**src/rtl/serial_shift_out_pkg.sv**
```systemverilog
// -----------------------------------------------------------------------------
// serial_shift_out_pkg
//   Shared constants for the serial shift-out path.
//   SHIFT_MSB_FIRST / SHIFT_LSB_FIRST select the bit order fed to the chain.
// -----------------------------------------------------------------------------
package serial_shift_out_pkg;

   localparam bit SHIFT_MSB_FIRST = 1'b0;
   localparam bit SHIFT_LSB_FIRST = 1'b1;

endpackage

```
**src/rtl/serial_shift_out.sv**
```systemverilog
// -----------------------------------------------------------------------------
// serial_shift_out
//   Serialises parallel words onto a 74HC595-style chain (SCLK, SDATA, LATCH).
//   All serial edges are paced by a one-cycle i_tick enable, so everything stays
//   in the i_clk domain. A one-entry holding buffer accepts the next word while
//   the current word shifts, letting back-to-back words stream without gaps.
//
// Ports
//   i_clk      system clock
//   i_reset_n  asynchronous active-low reset
//   i_tick     serial-rate enable, one i_clk cycle wide
//   i_data     word to transmit
//   i_valid    i_data valid; accepted on i_valid & o_ready
//   o_ready    holding buffer empty (registered)
//   o_sclk     shift clock to chain (registered)
//   o_sdata    serial data to chain (registered)
//   o_latch    storage-register latch pulse (registered)
//   o_busy     shift or latch sequence in progress (registered)
// -----------------------------------------------------------------------------
module serial_shift_out
   import serial_shift_out_pkg::*;
#(
   parameter int WIDTH     = 16,
   parameter bit LSB_FIRST = SHIFT_MSB_FIRST
) (
   input  logic             i_clk,
   input  logic             i_reset_n,
   input  logic             i_tick,
   input  logic [WIDTH-1:0] i_data,
   input  logic             i_valid,
   output logic             o_ready,
   output logic             o_sclk,
   output logic             o_sdata,
   output logic             o_latch,
   output logic             o_busy
);

   localparam int CNT_W = $clog2(WIDTH);

   typedef enum logic [2:0] {
      ST_IDLE     = 3'd0,
      ST_SHIFT_LO = 3'd1,
      ST_SHIFT_HI = 3'd2,
      ST_LATCH_HI = 3'd3,
      ST_LATCH_LO = 3'd4
   } state_t;

   state_t             r_state,   w_state;
   logic [WIDTH-1:0]   r_buf,     w_buf;
   logic               r_buf_full, w_buf_full;
   logic               r_ready;
   logic [WIDTH-1:0]   r_shift,   w_shift;
   logic [CNT_W-1:0]   r_bit_cnt, w_bit_cnt;
   logic               r_sclk,    w_sclk;
   logic               r_sdata,   w_sdata;
   logic               r_latch,   w_latch;
   logic               r_busy;
   logic               w_handoff;
   logic               w_accept;

   always_comb begin
      w_state   = r_state;
      w_shift   = r_shift;
      w_bit_cnt = r_bit_cnt;
      w_sclk    = r_sclk;
      w_sdata   = r_sdata;
      w_latch   = r_latch;
      w_handoff = 1'b0;

      unique case (r_state)
         // Leaving IDLE does not wait for a tick so the first SHIFT_LO tick
         // already drives data.
         ST_IDLE: begin
            if (r_buf_full) begin
               w_handoff = 1'b1;
               w_state   = ST_SHIFT_LO;
            end
         end
         ST_SHIFT_LO: begin
            if (i_tick) begin
               w_sclk  = 1'b0;
               w_sdata = LSB_FIRST ? r_shift[0] : r_shift[WIDTH-1];
               w_state = ST_SHIFT_HI;
            end
         end
         ST_SHIFT_HI: begin
            if (i_tick) begin
               w_sclk  = 1'b1;
               w_shift = LSB_FIRST ? (r_shift >> 1) : (r_shift << 1);
               if (r_bit_cnt == CNT_W'(WIDTH - 1)) begin
                  w_state = ST_LATCH_HI;
               end else begin
                  w_bit_cnt = r_bit_cnt + CNT_W'(1);
                  w_state   = ST_SHIFT_LO;
               end
            end
         end
         ST_LATCH_HI: begin
            if (i_tick) begin
               w_sclk  = 1'b0;
               w_latch = 1'b1;
               w_state = ST_LATCH_LO;
            end
         end
         ST_LATCH_LO: begin
            // Reloading here keeps consecutive words gap-free.
            if (i_tick) begin
               w_latch = 1'b0;
               if (r_buf_full) begin
                  w_handoff = 1'b1;
                  w_state   = ST_SHIFT_LO;
               end else begin
                  w_state   = ST_IDLE;
               end
            end
         end
         default: w_state = ST_IDLE;
      endcase

      if (w_handoff) begin
         w_shift   = r_buf;
         w_bit_cnt = '0;
      end

      // A same-cycle accept wins over the hand-off so the buffer stays full.
      w_accept   = i_valid & r_ready;
      w_buf      = w_accept ? i_data : r_buf;
      w_buf_full = w_accept ? 1'b1 : (w_handoff ? 1'b0 : r_buf_full);
   end

   always_ff @(posedge i_clk or negedge i_reset_n) begin
      if (!i_reset_n) begin
         r_state    <= ST_IDLE;
         r_buf      <= '0;
         r_buf_full <= 1'b0;
         r_ready    <= 1'b0;
         r_shift    <= '0;
         r_bit_cnt  <= '0;
         r_sclk     <= 1'b0;
         r_sdata    <= 1'b0;
         r_latch    <= 1'b0;
         r_busy     <= 1'b0;
      end else begin
         r_state    <= w_state;
         r_buf      <= w_buf;
         r_buf_full <= w_buf_full;
         r_ready    <= ~w_buf_full;
         r_shift    <= w_shift;
         r_bit_cnt  <= w_bit_cnt;
         r_sclk     <= w_sclk;
         r_sdata    <= w_sdata;
         r_latch    <= w_latch;
         r_busy     <= (w_state != ST_IDLE);
      end
   end

   assign o_ready = r_ready;
   assign o_sclk  = r_sclk;
   assign o_sdata = r_sdata;
   assign o_latch = r_latch;
   assign o_busy  = r_busy;

endmodule

```
**config.mk**
```make
export PLATFORM = sky130hd
export DESIGN_NAME = serial_shift_out
export DESIGN_NICKNAME = d
export VERILOG_FILES = /design/src/rtl/serial_shift_out_pkg.sv /design/src/rtl/serial_shift_out.sv
export SDC_FILE = /design/constraint.sdc
export NUM_CORES = 1
export LEC_CHECK = 0
export ABC_AREA = 0
export BUFFER_PORTS_ARGS = -buffer_cell sky130_fd_sc_hd__buf_2
export CORE_MARGIN = 2
export CORE_UTILIZATION = 59
export CTS_BUF_LIST = sky130_fd_sc_hd__clkbuf_8
export DETAILED_ROUTE_END_ITERATION = 10
export HOLD_SLACK_MARGIN = 0.12
export PLACE_DENSITY = 0.81
export SLEW_MARGIN = 5
export SYNTH_ARGS = -nofsm -noshare
export SYNTH_HDL_FRONTEND = slang
export SYNTH_SLANG_ARGS = --single-unit
```
**constraint.sdc**
```tcl
create_clock -name i_clk -period 1.8 [get_ports i_clk]
set_input_delay 0.09 -clock i_clk [delete_from_list [all_inputs] [get_ports i_clk]]
set_output_delay 0.09 -clock i_clk [all_outputs]
set_load 0.005 [all_outputs]
```
Word level (Yosys, flattened, before mapping)
Cells that the tools add are included.

storage, ports and cells
  logic and storage cells = 59
  register bits after elaboration = 45

cells by class
  equal/unequal tests = 10
  bitwise gates (word level) = 2
  add/subtract/negate cells = 1
  reductions and logical operators = 12
  mux-type cells = 24

operators with widths
  cell                                                    number
  two-way mux 16 bit                                      3
  two-way mux 4 bit                                       4
  two-way mux 3 bit                                       5
  case mux 3 bit (5 select lines)                         1
  AND reduction 3 bit                                     3
  inequality test 2 bit (second input constant)           4
  nonzero test 2 bit                                      4
  two-way mux 1 bit                                       7
  == test 3 x 2 -> 1 bit (second input constant)          2
  case mux 1 bit (2 select lines)                         3
  adder 4 x 1 -> 4 bit (second input constant)            1
  == test 4 bit (second input constant)                   1
  AND reduction 2 bit                                     2
  == test 3 x 1 -> 1 bit (second input constant)          1
  == test 3 bit (second input constant)                   1
  zero test 3 bit                                         1
  nonzero test 3 bit                                      1
  two-way mux 2 bit                                       1
  inequality test 2 x 1 -> 1 bit (second input constant)  1
  OR reduction 2 bit                                      1
  bitwise AND 1 bit                                       1
  NOT 1 bit                                               1

Logic depth before layout (Yosys ltp)
  depth in word-level cells = 6
  depth in mapped cells = 6

Worst setup path before layout
OpenSTA, ideal clock, no wires.

  path type = register -> register
  start = reg r_state[1]
  end = reg r_shift[10]
  data arrival time = 1453 ps
  buffers on the path = 3
  cell stages (with the launch flop) = 7
  path slack = 266 ps
  period minus slack after synthesis = 1534 ps
  data required time = 1718 ps
  cells stage by stage = dfrtp_1 -> or3b_1 -> buf_2 -> or2_1 -> buf_6 -> buf_6 -> a31oi_1

between the ends
  cells in the longest elaborated chain, start to end = 4
  elaborated cells between the ends (all ways) = 8
  those cells by class = 2 x eq/ne; 2 x mux; 4 x reduce/logical

RTL lines
  what                                                     RTL line                 source
  from (decl)                                              serial_shift_out.sv:48   state_t r_state, w_state;
  from (signal assigned)                                   serial_shift_out.sv:144  r_state <= w_state;
  == test 3 bit / zero test 3 bit (equally long branches)  serial_shift_out.sv:70   unique case (r_state)
  case mux 1 bit (2 select lines)                          serial_shift_out.sv:70
  nonzero test 2 bit (no line)                             n/a
  AND reduction 2 bit (no line)                            n/a
  to (signal assigned)                                     serial_shift_out.sv:148  r_shift <= w_shift;
  to (decl)                                                serial_shift_out.sv:52   logic [WIDTH-1:0] r_shift, w_shift;

Parallel ways exist; a longest one is shown, timed or not.
A chain may end at the register's enable or synchronous reset.

Worst setup path in the final report
  start = reg r_state[1]
  end = reg r_shift[3]

Same word-level chain as after synthesis.

==> results.json <==
{
  "outcome": "completed",
  "post_cts_buffers": 0,
  "postCtsResizedCells": 0,
  "track_usage": 0.263,
  "syn2layout_area_growth_pct": 22.7,
  "grt_pass1_wl_um": 6970,
  "ys.flop_type": "dfrtp_1",
  "synth_cell_types": 32,
  "multi_input_comb_area_um2": 771,
  "clock_sinks": 45,
  "row_count": 20,
  "rsz0062_at_grt": "no",
  "synth_nets": 206,
  "clockBufferDepth": 2,
  "placed_area_mm2": 0.00216,
  "cp.required_ns": 2.01,
  "syn_inst": 185,
  "drc": 0,
  "holdCritPathClass": "in2reg",
  "seq_area_mm2": 0.00113,
  "diodes": 0,
  "yosysWarnings": 0,
  "clk_latency_ns": 0.30,
  "setup_viol": 0,
  "clkTransAtPathRegs_ns": 0.08,
  "fin_crit_sh": 0.905,
  "stdcell_area_mm2": 0.00242,
  "drv_cap": 0,
  "fill_cells": 229,
  "slowest_stage": "or2_1",
  "ys_ff_latch": 45,
  "worst_pin_slew_ns": 0.556,
  "fmax_ghz": 0.614,
  "htree_levels": 2,
  "initial_core_util": 0.635,
  "finalMaxSlewViolations": 0,
  "portBuffers": 24,
  "final_nets": 251,
  "setup.worst_path.start_class": "register",
  "wl_per_cell_um": 16.1,
  "crit_path_max_incr_delay_ns": 0.45,
  "leakage_nw": 1.09,
  "cts_tree": "built",
  "utilization": 0.779,
  "ys_seq_area_frac": 0.571,
  "worst_setup_path_end_kind": "register",
  "gp_congestion": 0.827,
  "io_pins": 25,
  "final_layout_size_suffix_gt1_frac": 0.249,
  "postSynth.asyncResetShare": 1.00,
  "min_path_cells": 4,
  "hpwl_um": 2660,
  "antenna_found_initial": 0,
  "power_w": 0.00383,
  "synth_area_mm2": 0.00197,
  "crit_buf_inv": 0,
  "worst-r2r-cell-count": 3,
  "die_x_um": 61.8,
  "crit_type": "reg2reg",
  "die-area_mm2": 0.00382,
  "irDropWorstVdd_v": 0.000901,
  "cp_num_cells": 3,
  "hold_violations": 0,
  "path_cells": "or3b_1 > or2_1 > a31oi_1",
  "grt_pass1_vias": 1527,
  "cts_root_buf": "clkbuf_8",
  "ctsHoldBuffers": 18,
  "period_minus_slack_ns": 1.63,
  "critPathTopFamily": "simple AND/OR/NAND/NOR gates",
  "cp.arrival_ns": 1.84,
  "finalClockSkew_ns": 0.00891,
  "cts_made_buffers": 5,
  "dr.pass1.iters": 4,
  "grt_max_degree": 46,
  "worstPathMaxFanout": 17,
  "vias_per_cell": 5.83,
  "die_y_um": 61.8,
  "first_iter_violations": 93,
  "core_mm2": 0.00310,
  "drt_wl_total_um": 4380,
  "powerDensity_mw_per_mm2": 1580,
  "slew_headroom": 0.630,
  "detail-route-antenna-nets": 0,
  "syn_area_per_cell_um2": 10.7,
  "grt_overflow_total": 0,
  "vias": 1592,
  "synth_edf_count": 0,
  "final.setup.tns_ns": 0
}
## logic make-up (layout without fill, tap and decap cells)
kind of cell    Yosys count  after routing  synth area share
fa+ha+maj                 1              1           0.00635
mux                      18             18             0.102
compound gates           36             36             0.108
simple gates             69             69             0.171
buf+inv                  16             60            0.0406
flops                    45             45             0.571
## area by class of cell
type	count	share of cell area
well taps	44	0.0228
multi-input cells	124	0.319
inverters	3	0.00466
clock inverters	1	0.00207
repair buffers	51	0.157
flip-flops and latches	45	0.466
clock buffers	5	0.0285
## worst register-to-register path: stages, from the launching register on
cell     delay, ns
dfrtp_1       0.40
or3b_1        0.43
or2_1         0.45
a31oi_1       0.26
## final timing paths
path	slack, ns	endpoint	from
max reg2reg	0.17	r_shift[3]	r_state[1]
min in group asynchronous	0.30	r_shift[11]	i_reset_n
max in group asynchronous	1.30	r_buf[10]	i_reset_n
min	0.27	r_buf_full	i_valid
min reg2reg	0.51	r_buf[0]	r_buf[0]
max	0.17	r_shift[3]	r_state[1]
## metal layers
metal,up-vias,part of all wire,wire length [um],track usage
met5,-,0,0,0
met4,0,0.013,59,0.128
met3,8,0.061,267,0.0807
met2,66,0.52,2270,0.429
met1,780,0.41,1790,0.320
li1,738,-,-,-
## cell usage after synthesis, types with 2 or more instances
cell type | n | area (um^2)
dfrtp_1 | 45 | 1130
mux2_2 | 17 | 191
nor3_1 | 16 | 80.1
a31oi_1 | 16 | 100
buf_2 | 4 | 20.0
or3_1 | 2 | 12.5
nand2_1 | 33 | 124
nor2_1 | 3 | 11.3
o21ai_0 | 7 | 35.0
clkbuf_1 | 6 | 22.5
nand2b_1 | 2 | 12.5
nand3_1 | 2 | 10.0
a21oi_1 | 8 | 40.0
inv_1 | 3 | 11.3
nor2b_1 | 3 | 18.8
buf_6 | 2 | 22.5
## power breakdown
| part | total, W | switching [W] | internal [W] | leakage [nW] |
|---|---|---|---|---|
| Clock | 0.000581 | 0.000325 | 0.000256 | 0.0399 |
| Sequential | 0.00179 | 0.000293 | 0.00150 | 0.531 |
| Combinational | 0.00145 | 0.000761 | 0.000690 | 0.518 |
| Total | 0.00383 | 0.00138 | 0.00245 | 1.09 |
## registers in the layout, indices dropped and copies added, names as in the netlist
register,count
r_buf,16
r_shift,16
r_bit_cnt,4
r_state,3
o_busy,1
o_latch,1
o_ready,1
o_sclk,1
o_sdata,1
r_buf_full,1
## metrics by stage
stage | setup slack (ns) | cells | hold WS [ns]
detailed placement | 0.220 | 249 | 0.0857
global placement | 0.300 | 249 | 0.0819
finish | 0.172 | 273 | 0.271
global route | 0.117 | 273 | 0.285
CTS | 0.212 | 273 | 0.262
floorplan | 0.266 | 185 | -0.206
## cells in the final DEF (no fill, tap or decap), types with 2 or more instances in the layout
cell / count
dfrtp_1: 45
nand2_1: 33
buf_2: 24
dlygate4sd3_1: 18
mux2_2: 17
nor3_1: 16
a31oi_1: 16
a21oi_1: 8
buf_4: 8
o21ai_0: 7
clkbuf_8: 5
nor2b_1: 3
nor2_1: 3
inv_1: 3
nand3_1: 2
nand2b_1: 2
or3_1: 2
Power figures use the tool's default switching activity.
